**src/rtl/dma_axi64_rd_resp.sv**
```systemverilog
// AXI 64-bit read responder: queues AR commands and returns bursts of
// address-derived pattern data ({~addr, addr}) with optional SLVERR.
module dma_axi64_rd_resp #(
  parameter int          ID_BITS    = 4,
  parameter int          LEN_BITS   = 4,
  parameter int          SIZE_BITS  = 2,
  parameter int          CMD_DEPTH  = 4,
  parameter int          RD_LATENCY = 2,
  parameter logic [31:0] ERR_BASE   = 32'hFFFF0000
) (
  input  logic                 clk,
  input  logic                 reset,
  input  logic [ID_BITS-1:0]   ARID,
  input  logic [31:0]          ARADDR,
  input  logic [LEN_BITS-1:0]  ARLEN,
  input  logic [SIZE_BITS-1:0] ARSIZE,
  input  logic                 ARVALID,
  output logic                 ARREADY,
  output logic [ID_BITS-1:0]   RID,
  output logic [63:0]          RDATA,
  output logic [1:0]           RRESP,
  output logic                 RLAST,
  output logic                 RVALID,
  input  logic                 RREADY,
  output logic                 busy
);

  localparam int PW = $clog2(CMD_DEPTH);
  localparam int WW = $clog2(RD_LATENCY + 2) + 1;
  localparam logic [PW:0]   FULL_C = CMD_DEPTH[PW:0];
  localparam logic [PW:0]   CNT1_C = {{PW{1'b0}}, 1'b1};
  localparam logic [WW-1:0] LAT_C  = RD_LATENCY[WW-1:0];
  localparam logic [WW-1:0] W1_C   = {{(WW-1){1'b0}}, 1'b1};
  localparam logic [LEN_BITS-1:0] B1_C = {{(LEN_BITS-1){1'b0}}, 1'b1};

  typedef enum logic [1:0] {
    S_IDLE,
    S_WAIT,
    S_BURST
  } state_e;

  logic [ID_BITS-1:0]   id_mem   [CMD_DEPTH];
  logic [31:0]          addr_mem [CMD_DEPTH];
  logic [LEN_BITS-1:0]  len_mem  [CMD_DEPTH];
  logic [SIZE_BITS-1:0] size_mem [CMD_DEPTH];

  logic [PW-1:0]        wr_ptr_q, rd_ptr_q;
  logic [PW:0]          count_q, count_d;
  state_e               state_q, state_d;
  logic [WW-1:0]        wait_q, wait_d;
  logic [LEN_BITS-1:0]  beat_q, beat_d;
  logic [LEN_BITS-1:0]  len_q, len_d;
  logic [SIZE_BITS-1:0] size_q, size_d;
  logic [31:0]          addr_q, addr_d;
  logic [ID_BITS-1:0]   id_q, id_d;
  logic                 err_q, err_d;

  logic        full, push, hs, last, pop;
  logic [31:0] bsz, next_addr;

  assign full    = (count_q == FULL_C);
  assign ARREADY = !reset && !full;
  assign push    = ARVALID && ARREADY;
  assign hs      = RVALID && RREADY;
  assign last    = (beat_q == len_q);
  assign pop     = hs && last;

  assign bsz       = 32'd1 << size_q;
  assign next_addr = (addr_q & ~(bsz - 32'd1)) + bsz;

  always_comb begin
    count_d = count_q;
    if (push && !pop)
      count_d = count_q + CNT1_C;
    else if (pop && !push)
      count_d = count_q - CNT1_C;
  end

  always_comb begin
    state_d = state_q;
    wait_d  = wait_q;
    beat_d  = beat_q;
    len_d   = len_q;
    size_d  = size_q;
    addr_d  = addr_q;
    id_d    = id_q;
    err_d   = err_q;
    unique case (state_q)
      S_IDLE: begin
        if (count_q != '0) begin
          state_d = S_WAIT;
          wait_d  = LAT_C;
        end
      end
      S_WAIT: begin
        if (wait_q == '0) begin
          // head entry stays in the FIFO until its last beat is taken
          state_d = S_BURST;
          id_d    = id_mem[rd_ptr_q];
          addr_d  = addr_mem[rd_ptr_q];
          len_d   = len_mem[rd_ptr_q];
          size_d  = size_mem[rd_ptr_q];
          err_d   = (addr_mem[rd_ptr_q] >= ERR_BASE);
          beat_d  = '0;
        end else begin
          wait_d = wait_q - W1_C;
        end
      end
      S_BURST: begin
        if (hs) begin
          if (last) begin
            state_d = (count_d != '0) ? S_WAIT : S_IDLE;
            wait_d  = LAT_C;
          end else begin
            beat_d = beat_q + B1_C;
            addr_d = next_addr;
          end
        end
      end
      default: state_d = S_IDLE;
    endcase
  end

  always_ff @(posedge clk) begin
    if (reset) begin
      state_q  <= S_IDLE;
      wait_q   <= '0;
      beat_q   <= '0;
      len_q    <= '0;
      size_q   <= '0;
      addr_q   <= '0;
      id_q     <= '0;
      err_q    <= 1'b0;
      wr_ptr_q <= '0;
      rd_ptr_q <= '0;
      count_q  <= '0;
    end else begin
      state_q <= state_d;
      wait_q  <= wait_d;
      beat_q  <= beat_d;
      len_q   <= len_d;
      size_q  <= size_d;
      addr_q  <= addr_d;
      id_q    <= id_d;
      err_q   <= err_d;
      count_q <= count_d;
      if (push)
        wr_ptr_q <= wr_ptr_q + 1'b1;
      if (pop)
        rd_ptr_q <= rd_ptr_q + 1'b1;
    end
  end

  always_ff @(posedge clk) begin
    if (push) begin
      id_mem[wr_ptr_q]   <= ARID;
      addr_mem[wr_ptr_q] <= ARADDR;
      len_mem[wr_ptr_q]  <= ARLEN;
      size_mem[wr_ptr_q] <= ARSIZE;
    end
  end

  assign RVALID = (state_q == S_BURST);
  assign RID    = RVALID ? id_q : '0;
  assign RDATA  = RVALID ? {~addr_q, addr_q} : 64'd0;
  assign RRESP  = (RVALID && err_q) ? 2'b10 : 2'b00;
  assign RLAST  = RVALID && last;
  assign busy   = (count_q != '0) || (state_q != S_IDLE);

endmodule

```
**config.mk**
```make
export PLATFORM = sky130hd
export DESIGN_NAME = dma_axi64_rd_resp
export DESIGN_NICKNAME = d
export VERILOG_FILES = /design/src/rtl/dma_axi64_rd_resp.sv
export SDC_FILE = /design/constraint.sdc
export NUM_CORES = 1
export LEC_CHECK = 0
export ABC_AREA = 1
export BUFFER_PORTS_ARGS = -buffer_cell sky130_fd_sc_hd__buf_2
export CORE_MARGIN = 2
export CORE_UTILIZATION = 55
export DETAILED_ROUTE_END_ITERATION = 10
export PLACE_DENSITY = 0.73
export SLEW_MARGIN = 10
export SYNTH_ARGS = -nofsm -noshare
export SYNTH_HDL_FRONTEND = slang
export SYNTH_SLANG_ARGS = --single-unit
```
**constraint.sdc**
```tcl
create_clock -name clk -period 6.35 [get_ports clk]
set_input_delay 0.635 -clock clk [delete_from_list [all_inputs] [get_ports clk]]
set_output_delay 0.635 -clock clk [all_outputs]
set_load 0.02 [all_outputs]
```
* Word-level counts from Yosys, hierarchy flattened
Memory sizes are Yosys's and may differ from the RTL's. A register that Yosys moved wholly into a read port is not among the register bits.
Cells that the tools add are included.
** Cells by class
- Add/sub/neg operators :: 8
- Order comparisons :: 1
- Eq/ne operators :: 10
- Shift operators :: 1
- Muxes and demuxes :: 28
- Bitwise logic cells :: 3
- Reduce and logical (&&, ||, !) cells :: 24
** Operator list (number)
- two-way mux 32 bit :: 3
- two-way mux 64 bit :: 1
- NOT 32 bit :: 2
- case mux 32 bit (2 select lines) :: 1
- adder 32 bit :: 1
- bitwise AND 32 bit :: 1
- greater-or-equal comparator 32 bit (second input constant) :: 1
- left shift 1 x 2 -> 32 bit (first input constant) :: 1
- subtractor 32 x 1 -> 32 bit (second input constant) :: 1
- two-way mux 3 bit :: 6
- two-way mux 4 bit :: 4
- two-way mux 2 bit :: 7
- case mux 3 bit (3 select lines) :: 1
- nonzero test 3 bit :: 3
- logical AND 1 bit :: 8
- != test 2 bit (second input constant) :: 4
- case mux 4 bit (2 select lines) :: 1
- AND reduction 4 bit :: 2
- case mux 2 bit (3 select lines) :: 1
- subtractor 3 x 1 -> 3 bit (second input constant) :: 2
- AND reduction 5 bit :: 1
- adder 2 x 1 -> 2 bit (second input constant) :: 2
- adder 4 x 1 -> 4 bit (second input constant) :: 1
- equality test 4 bit :: 1
- 12 further kinds :: 19
** Word-level totals
- Register bits :: 49
- Memory bits (writable) :: 168
- Input port bits :: 46
- Output and inout port bits :: 74
- Word-level logic and storage cells :: 87
- Memories :: 4
** Memory list
- addr_mem :: words 4, width 32, rd ports 1, clocked after memory_dff 1, write ports 1, line 43 : logic [31:0] addr_mem [CMD_DEPTH];
- id_mem :: words 4, width 4, rd ports 1, clocked after memory_dff 1, write ports 1, line 42 : logic [ID_BITS-1:0] id_mem [CMD_DEPTH];
- len_mem :: words 4, width 4, rd ports 1, clocked after memory_dff 1, write ports 1, line 44 : logic [LEN_BITS-1:0] len_mem [CMD_DEPTH];
- size_mem :: words 4, width 2, rd ports 1, clocked after memory_dff 1, write ports 1, line 45 : logic [SIZE_BITS-1:0] size_mem [CMD_DEPTH];

* Depth between registers and ports, before layout
Gate-level depths: netlist of the first run.
- Depth in word-level cells :: 13
- Mapped depth :: 19
- Depth with buffers taken out :: 19

* Worst setup path after synthesis of the first run
OpenSTA, ideal clock, no wires.
- Path kind :: input-to-reg
- Start :: input reset
- End :: memory addr_mem[0][0] (enable)
- Setup time :: 442 ps
- Data arrival time :: 3130 ps
- Required time :: 5908 ps
- Path slack :: 2778 ps
- Stages on the path :: 3
- Path buffers :: 0
- Path through :: a21oi_1 > nand2_1 > nor2_1
** On the way
- Cells in the longest elaborated chain, start to end :: 5
** RTL lines
- start, declared :: line 12 : input logic reset,
- zero test 1 bit :: line 62 : assign ARREADY = !reset && !full;
- logical AND 1 bit :: line 62
- logical AND 1 bit :: line 63 : assign push = ARVALID && ARREADY;
- two-way mux 1 bit :: line 155 : if (push) begin
- two-way mux 1 bit (implied by the code) :: line 157 : addr_mem[wr_ptr_q] <= ARADDR;
- end, declared :: line 43
No other way between the ends.

* Worst setup path in the final report of the first run
- Start :: register state_q[1]
- End :: output RRESP[1]
** On the way
- Cells in the longest elaborated chain, start to end :: 3
** RTL lines
- start, declared :: line 49 : state_e state_q, state_d;
- start signal, assigned :: line 138 : state_q <= state_d;
- equality test 2 bit :: line 163 : assign RVALID = (state_q == S_BURST);
- logical AND 1 bit :: line 166 : assign RRESP = (RVALID && err_q) ? 2'b10 : 2'b00;
- two-way mux 2 bit :: line 166
- end, declared :: line 21 : output logic [1:0] RRESP,
No other way between the ends.

==> results_dict.tcl, run 1 <==
set metrics [dict create \
    cp-end-kind "output port" \
    ir_drop_mv 0.241 \
    synthCells 1156 \
    min_period_over_period 0.529 \
    start_util 0.565 \
    dp.cells 1489 \
    dr.pass1.iters 5 \
    pin_count 120 \
    clk_pin_slew_worst_paths_ns 0.07 \
    cts_root_buffer "clkbuf_16" \
    outcome "completed" \
    vias 8636 \
    cts_resized 0 \
    netlist_area_mm2 0.0107 \
    area_growth_pct 14.9 \
    whs_ns 0.323 \
    crit_start "state_q[1]$_SDFFE_PP0P_" \
    p_per_area_mw_per_mm2 381 \
    cts_buffers 25 \
    reg2reg_slack_ns 3.29 \
    synth.distinct_cells 47 \
    critPathArrivalTime_ns 2.72 \
    worst_pin_slew_ns 1.01 \
    grt_pass1_vias 8002 \
    cts_htree_levels 1 \
    path_class "flip-flop to output port" \
    dp_hpwl_um 18100 \
    maxCapViolCount 0 \
    clock.fmax_mhz 298 \
    fillers 1559 \
    fin_skew_ns 0.0100 \
    hold_buffers 0 \
    r2r_start "state_q[1]$_SDFFE_PP0P_" \
    timing.rr.end "beat_q[2]$_SDFFE_PP0P_" \
    rows 50 \
    nNetsFinal 1315 \
    rsz0062_at_grt "false" \
    routabilityCongestion 0.921 \
    grt_antenna_before_repair 0 \
    drv_slew 0 \
    synthFlopType "edfxtp_1" \
    clkLatencyLatePin_ns 0.53 \
    diodes 0 \
    endpoint "RRESP[1]" \
    die_area_mm2 0.0206 \
    routed_wl_um 27300 \
    core_area_mm2 0.0189 \
    drive_above_1_share 0.172 \
    routed_via_density 5.63 \
    pre_cts_ws_ns 3.32 \
    crit_path_start_kind "flip-flop" \
    fin_ws_ns 2.99 \
    grt_overflow_total 0 \
    wl_per_cell_um 17.8 \
    grt_pass1_wl_um 42800 \
    synth_edf_count 168 \
    fp.dieH_um 143 \
    synth_warnings 0 \
    cts_tree "yes" \
    cp_max_fo 90 \
    ys_seq_area_frac 0.587 \
    hold_class "input pin to flip-flop" \
    r2r_cells 9 \
    drt_iter0_markers 841 \
    hold_viol_final 0 \
    worstPathRequired_ns 5.71 \
    die_w_um 143 \
    drcViolationCount 0 \
    slew_headroom 0.324 \
    fin_cells 1534 \
    syn_avg_cell_area_um2 9.24 \
    ant_nets 0 \
    hold_start "ARADDR[21]" \
    port_buffers 118 \
    setup_violations 0 \
    period_needed_ns 3.36 \
    stdcell_area_mm2 0.0123 \
    async_reset_ff_frac 0 \
    place_area_mm2 0.0114 \
    synth_nets 1215 \
    cts_num_sinks 229 \
    grt_max_degree 91 \
    p_leak_nw 4.73 \
    grt_usage 0.269 \
    synth-seq-cells 229 \
    setup-tns-final_ns 0 \
    clk_path_buf_depth 3 \
    postCtsSetupBuffers 0 \
]
[cells by family (layout without fill, tap and decap cells)]
kind of cell | Yosys count | in the layout | synth area share
buf+inv | 154 | 272 | 0.0577
other cells | 1 | 1 | 0.000351
simple gates | 512 | 512 | 0.207
fa+ha+maj | 13 | 13 | 0.0152
flops | 229 | 229 | 0.587
xor+xnor | 13 | 13 | 0.0107
compound gates | 234 | 234 | 0.123
[worst min-delay path by stage]
stage                                      to  slack [ns]  cells after the start
floorplan                  err_q$_SDFFE_PP0P_        0.45                      2
global placement         id_q[3]$_SDFFE_PP0P_        0.47                      2
detailed placement       id_q[3]$_SDFFE_PP0P_        0.47                      2
CTS                 addr_mem[3][21]$_DFFE_PP_        0.31                      1
global route           id_mem[2][0]$_DFFE_PP_        0.32                      1
finish              addr_mem[3][21]$_DFFE_PP_        0.32                      1
[flip-flops by register name, indices dropped and copies added, names as in the netlist, 4 cells and up, named ones only]
name      flops
id_mem       16
id_q          4
addr_q       32
len_mem      16
size_mem      8
addr_mem    128
len_q         4
beat_q        4
[metrics by stage]
step           power (mW)  utilization
3_3_place_gp         3.21        0.606
5_1_grt              4.91        0.650
6_report             4.67        0.650
3_5_place_dp         3.23        0.606
2_1_floorplan        2.84            -
4_1_cts              4.67        0.650
[layer usage]
layer / global-route usage / vias up / share of wire
met3: 0.0443 / 42 / 0.082
met2: 0.427 / 396 / 0.46
met1: 0.386 / 4068 / 0.43
li1: - / 4130 / -
met5: 0 / - / 0
met4: 0.0748 / 0 / 0.022
[cell usage in the layout (no fill, tap or decap), types with 25 or more instances in the layout]
cell         n
edfxtp_1   168
buf_2      118
clkbuf_16   25
nand2_1    195
nand3_1     40
o21ai_0     91
nor2_1     201
inv_1       86
a21oi_1     80
dfxtp_1     60
[cells in the mapped netlist, types with 4 or more instances]
library cell	number	share of area
inv_1	86	0.030
buf_2	14	0.0066
nand2_4	4	0.0042
a31oi_1	13	0.0076
clkinv_1	4	0.0014
o21ai_0	91	0.043
edfxtp_1	168	0.47
o22a_1	6	0.0049
nand2_1	195	0.069
xor2_1	10	0.0082
dfxtp_1	61	0.11
buf_1	5	0.0018
o22ai_1	13	0.0076
clkbuf_1	30	0.011
nand3_1	40	0.019
nor2_1	205	0.072
a221oi_1	5	0.0041
nand4_1	16	0.0094
o21ai_1	9	0.0042
a21oi_1	80	0.037
nand3b_1	5	0.0035
a32o_1	6	0.0056
nand2_2	12	0.0070
nor2_2	7	0.0041
inv_2	11	0.0039
nor3_1	15	0.0070
ha_1	13	0.015
[power breakdown]
group / internal, mW / switching, mW
sequential: 1.77 / 0.173
clock: 0.849 / 0.599
combinational: 0.372 / 0.916
total: 2.99 / 1.69
[layout make-up]
type | count | area, um^2 | area share
clock buffers | 26 | 629 | 0.0513
clock inverters | 19 | 194 | 0.0158
inverters | 102 | 385 | 0.0314
multi-input cells | 773 | 3830 | 0.312
flip-flops and latches | 229 | 6270 | 0.511
well taps | 260 | 325 | 0.0265
repair buffers | 125 | 643 | 0.0524
[critical path, cell delays in order (launching register included)]
cell,delay (ns)
dfxtp_1,0.42
inv_2,0.11
nor2_8,0.54
inv_4,0.05
buf_4,0.39
nor2_1,0.36
buf_2,0.23
Note: power is estimated with default switching activity, not from simulation.
==> inputs of run 2 (changes only) <==
Settings changed: ABC_AREA 1 to 0.
Clock period 6.35 ns to 3.1 ns, I/O delays scaled along.
==> results_dict.tcl, run 2 <==
set metrics [dict create \
    outcome "completed" \
    start_util 0.557 \
    place_area_mm2 0.0112 \
    path_buf_inv 1 \
    port_buffers 118 \
    postCtsSetupBuffers 0 \
    fp.dieH_um 141 \
    grt.met3_usage 0.0354 \
    crit_family "compound AO/OA/AOI/OAI gates" \
    clk_path_buf_depth 3 \
    fin_ws_ns 0.189 \
    synth.distinct_cells 81 \
    hold_buffers 19 \
    busiest_layer "met2" \
    grt_max_degree 64 \
    async_reset_ff_frac 0 \
    pin_count 120 \
    setup-tns-final_ns 0 \
    worst_pin_slew_ns 0.805 \
    reg_top3 "addr_mem: 128 flops, addr_q: 32 flops" \
    mostFrequentLayoutCells "168 x edfxtp_1, 118 x buf_2, 67 x nand2_1" \
    switching_power_mw 2.72 \
    drive_above_1_share 0.258 \
    die_w_um 141 \
    synthCells 795 \
    synth_warnings 0 \
    grt_usage 0.238 \
    ant_nets 0 \
    drt_iter0_markers 527 \
    vias 7036 \
    die_area_mm2 0.0200 \
    final_common_cell "edfxtp_1" \
    cts_buffers 23 \
    synth_top_area_cell "edfxtp_1" \
    routabilityCongestion 0.866 \
    pre_cts_ws_ns 0.334 \
    yosys-top-cells-count "168 x edfxtp_1, 67 x nand2_1, 66 x nor2_1" \
    nNetsFinal 984 \
    cp_max_fo 15 \
    ir_drop_mv 0.556 \
    path_class "flip-flop to flip-flop" \
    cp-end-kind "flip-flop" \
    grt_pass1_wl_um 37200 \
    netlist_top_cells_area "edfxtp_1 49%, dfxtp_1 12%, mux4_2 9.1%, nand2_1 2.4%, nor2_1 2.4%" \
    use_met1 0.333 \
    netlist_area_mm2 0.0104 \
    core_area_mm2 0.0186 \
    p_sw_frac 0.322 \
    p_leak_nw 4.34 \
    grt_pass1_vias 6890 \
    synth_top_area_share 0.486 \
    min_period_over_period 0.939 \
    p_total_mw 8.46 \
    worstPathRequired_ns 3.56 \
    largest_reg_flops 128 \
    fin_skew_ns 0.0164 \
    whs_ns 0.0127 \
    drv_slew 0 \
    area_growth_pct 16.3 \
    synth_nets 854 \
    cts_tree "yes" \
    grt_antenna_before_repair 0 \
    drcViolationCount 0 \
    routed_wl_um 23700 \
    rows 50 \
    grt_overflow_total 0 \
    rsz0062_at_grt "false" \
    power_frac_comb 0.241 \
    p_clk_frac 0.298 \
    diodes 0 \
    wl_per_cell_um 20.2 \
    synthMostInstantiatedCell "edfxtp_1" \
    dr.pass1.iters 5 \
    hold_viol_final 0 \
    period_needed_ns 2.91 \
    dp_hpwl_um 15400 \
    clkLatencyLatePin_ns 0.52 \
    cts_htree_levels 1 \
    maxCapViolCount 0 \
    clock.fmax_mhz 344 \
    cts_root_buffer "clkbuf_16" \
    cts_num_sinks 229 \
    slowest_stage "dfxtp_1" \
    p_per_area_mw_per_mm2 700 \
    cts_resized 0 \
    seq_power_share 0.461 \
    clk_pin_slew_worst_paths_ns 0.06 \
    regMostFlops "addr_mem" \
    syn_avg_cell_area_um2 13.1 \
    synthFlopType "edfxtp_1" \
    routed_via_density 5.99 \
    slew_headroom 0.463 \
    hold_class "input pin to flip-flop" \
    ys_seq_area_frac 0.603 \
    crit_chain "and2_1 -> inv_1 -> ha_1 -> mux2i_1 -> a2111oi_0 -> nand2_1 -> xnor2_1 -> a2111oi_2 -> a31o_1" \
    crit_path_start_kind "flip-flop" \
    synth-seq-cells 229 \
    stdcell_area_mm2 0.0121 \
    synth_edf_count 168 \
    setup_violations 0 \
    cpPeakStageDelay_ns 0.65 \
    grtUsageMet2 0.400 \
    critPathArrivalTime_ns 3.37 \
    p_int_mw 5.74 \
]
-- run 2: changes by cell type after synthesis, moves of 35 or more --
| cell | change |
|---|---|
| o21ai_0 | -64 |
| nand2_1 | -128 |
| and2_1 | +35 |
| mux4_2 | +42 |
| inv_1 | -69 |
| a21oi_1 | -36 |
| nor2_1 | -139 |
-- run 2: metal layers --
layer | wire length [um] | vias up
met2 | 11400 | 297
met1 | 10000 | 3438
li1 | - | 3251
met3 | 1740 | 50
met4 | 532 | 0
met5 | 0 | -
-- run 2: final timing paths --
kind | from | slack [ns] | cells after the start | end
max | size_q[1]$_SDFFE_PP0P_ | 0.19 | 9 | addr_q[11]$_SDFFE_PP0P_
min | ARLEN[3] | 0.01 | 1 | len_mem[2][3]$_DFFE_PP_
max reg2reg | size_q[1]$_SDFFE_PP0P_ | 0.19 | 9 | addr_q[11]$_SDFFE_PP0P_
min reg2reg | id_q[0]$_SDFFE_PP0P_ | 0.45 | 2 | id_q[0]$_SDFFE_PP0P_
-- run 2: cells by family (layout without fill, tap and decap cells) --
logic type	Yosys count	count (layout)	share of synthesized area
multiplexers	47	47	0.0960
XOR/XNOR	25	25	0.0211
other	1	1	0.000361
AND/OR/NAND/NOR	267	267	0.137
AO/OA/AOI/OAI	142	142	0.0948
adder cells (fa/ha/maj)	13	13	0.0157
flip-flops	229	229	0.603
buffers and inverters	71	217	0.0313
-- run 2: stage by stage --
| stage | util | instances |
|---|---|---|
| after floorplan | - | 795 |
| after detailed placement | 0.601 | 1115 |
| after global routing | 0.648 | 1175 |
| after global placement | 0.601 | 1115 |
| final | 0.648 | 1175 |
| after CTS | 0.648 | 1175 |
-- run 2: area by class of cell --
cell class	instances	area, um^2
fillers	1386	6570
repair buffers	157	968
multi-input cells	495	3800
well taps	234	293
flip-flops and latches	229	6270
clock inverters	9	57.6
clock buffers	32	619
inverters	19	71.3
-- run 2: power by group through the flow --
stage / logic (mW) / registers (mW) / clock network, mW
after global placement: 1.98 / 3.95 / 0
after floorplan: 1.51 / 3.79 / 0
final: 2.04 / 3.90 / 2.52
after detailed placement: 2.01 / 3.96 / 0
after CTS: 2.04 / 3.90 / 2.55
after global routing: 2.23 / 3.94 / 2.69
==> inputs of run 3 (changes only) <==
Settings changed: CELL_PAD_IN_SITES_DETAIL_PLACEMENT set to 1, CELL_PAD_IN_SITES_GLOBAL_PLACEMENT set to 2, CORE_UTILIZATION 55 to 40, PLACE_DENSITY 0.73 to 0.76.
==> results_dict.tcl, run 3 (synthesis gave the netlist of run 2 again) <==
set metrics [dict create \
    outcome "completed" \
    setup-tns-final_ns 0 \
    stdcell_area_mm2 0.0123 \
    regMostFlops "addr_mem" \
    crit_path_start_kind "flip-flop" \
    grt_pass1_wl_um 44400 \
    routed_via_density 5.55 \
    hold_class "input pin to flip-flop" \
    fp.dieH_um 165 \
    rows 58 \
    hold_viol_final 0 \
    reg_top3 "addr_mem: 128 flops, addr_q: 32 flops" \
    dr.pass1.iters 5 \
    p_total_mw 8.86 \
    worst_pin_slew_ns 0.940 \
    fin_ws_ns 0.349 \
    seqCellArea_mm2 0.00627 \
    fillers 2629 \
    pre_cts_ws_ns 0.280 \
    cp-end-kind "flip-flop" \
    period_needed_ns 2.75 \
    clk_pin_slew_worst_paths_ns 0.06 \
    path_buf_inv 0 \
    dp_hpwl_um 18800 \
    cpPeakStageDelay_ns 0.52 \
    grt_max_degree 64 \
    nNetsFinal 987 \
    pin_count 120 \
    cts_tree "yes" \
    whs_ns 0.0149 \
    fin_skew_ns 0.0116 \
    mostFrequentLayoutCells "168 x edfxtp_1, 118 x buf_2, 67 x nand2_1" \
    place_area_mm2 0.0113 \
    drive_above_1_share 0.258 \
    clkLatencyLatePin_ns 0.53 \
    worstPathRequired_ns 3.52 \
    final_common_cell "edfxtp_1" \
    port_buffers 118 \
    area_growth_pct 18.7 \
    drt_iter0_markers 331 \
    crit_family "compound AO/OA/AOI/OAI gates" \
    final_core_util 0.487 \
    largest_reg_flops 128 \
    core_area_mm2 0.0253 \
    p_per_area_mw_per_mm2 719 \
    drv_slew 0 \
    clk_path_buf_depth 3 \
    routabilityCongestion 0.804 \
    wl_per_cell_um 22.7 \
    grt_usage 0.216 \
    cts_root_buffer "clkbuf_16" \
    multi_input_area_mm2 0.00381 \
    cp_max_fo 14 \
    cts_num_sinks 229 \
    fin_cells 1278 \
    min_period_over_period 0.888 \
    cts_buffers 26 \
    grt_antenna_before_repair 0 \
    die_area_mm2 0.0273 \
    ir_drop_mv 0.405 \
    die_w_um 165 \
    critPathArrivalTime_ns 3.17 \
    grt_pass1_vias 7686 \
    clock.fmax_mhz 363 \
    dp.cells 1210 \
    diodes 0 \
    rsz0062_at_grt "false" \
    drcViolationCount 0 \
    path_class "flip-flop to flip-flop" \
    grt_overflow_total 0 \
    p_leak_nw 4.40 \
    setup_violations 0 \
    routed_wl_um 29000 \
    slew_headroom 0.373 \
    start_util 0.410 \
    crit_chain "or2_2 -> ha_1 -> a211oi_1 -> nor2_1 -> a21oi_4 -> or2_1 -> o211ai_1 -> a221oi_1" \
    cts_htree_levels 1 \
    ant_nets 0 \
    slowest_stage "a21oi_4" \
    maxCapViolCount 0 \
    vias 7094 \
]
-- run 3: power breakdown --
group | internal [mW] | total, mW | switching (mW)
Clock | 1.58 | 2.79 | 1.20
Combinational | 0.786 | 2.16 | 1.38
Sequential | 3.56 | 3.91 | 0.357
Total | 5.93 | 8.86 | 2.93
-- run 3: area by class of cell --
type / count / share of cell area
clock buffers: 33 / 0.0567
clock inverters: 15 / 0.00569
inverters: 19 / 0.00579
multi-input cells: 495 / 0.309
flip-flops and latches: 229 / 0.509
well taps: 330 / 0.0335
repair buffers: 157 / 0.0808
-- run 3: timing repair --
item | in CTS | in global routing
buffers inserted | 0 | 0
endpoints found under the hold margin | 77 | 0
gates resized for setup | 0 | 2
hold buffers | 20 | 0
endpoints found under the setup margin | 0 | 1
-- run 3: worst reg2reg max path: stages, from the launching register on --
cell and delay (ns):
dfxtp_2 0.40, or2_2 0.35, ha_1 0.32, a211oi_1 0.25
nor2_1 0.13, a21oi_4 0.52, or2_1 0.27, o211ai_1 0.11
a221oi_1 0.30
-- run 3: final timing paths --
kind	slack, ns	depth (start not counted)	endpoint	start
max reg2reg	0.35	8	addr_q[12]$_SDFFE_PP0P_	size_q[0]$_SDFFE_PP0P_
min	0.01	1	addr_mem[2][12]$_DFFE_PP_	ARADDR[12]
max	0.35	8	addr_q[12]$_SDFFE_PP0P_	size_q[0]$_SDFFE_PP0P_
min reg2reg	0.46	2	id_q[3]$_SDFFE_PP0P_	id_q[3]$_SDFFE_PP0P_
-- run 3: routing by layer --
layer / part of all wire / global-route usage / vias to the layer above
met5: 0 / 0 / -
li1: - / - / 3262
met1: 0.43 / 0.283 / 3598
met2: 0.50 / 0.378 / 194
met3: 0.042 / 0.0252 / 40
met4: 0.024 / 0.0632 / 0
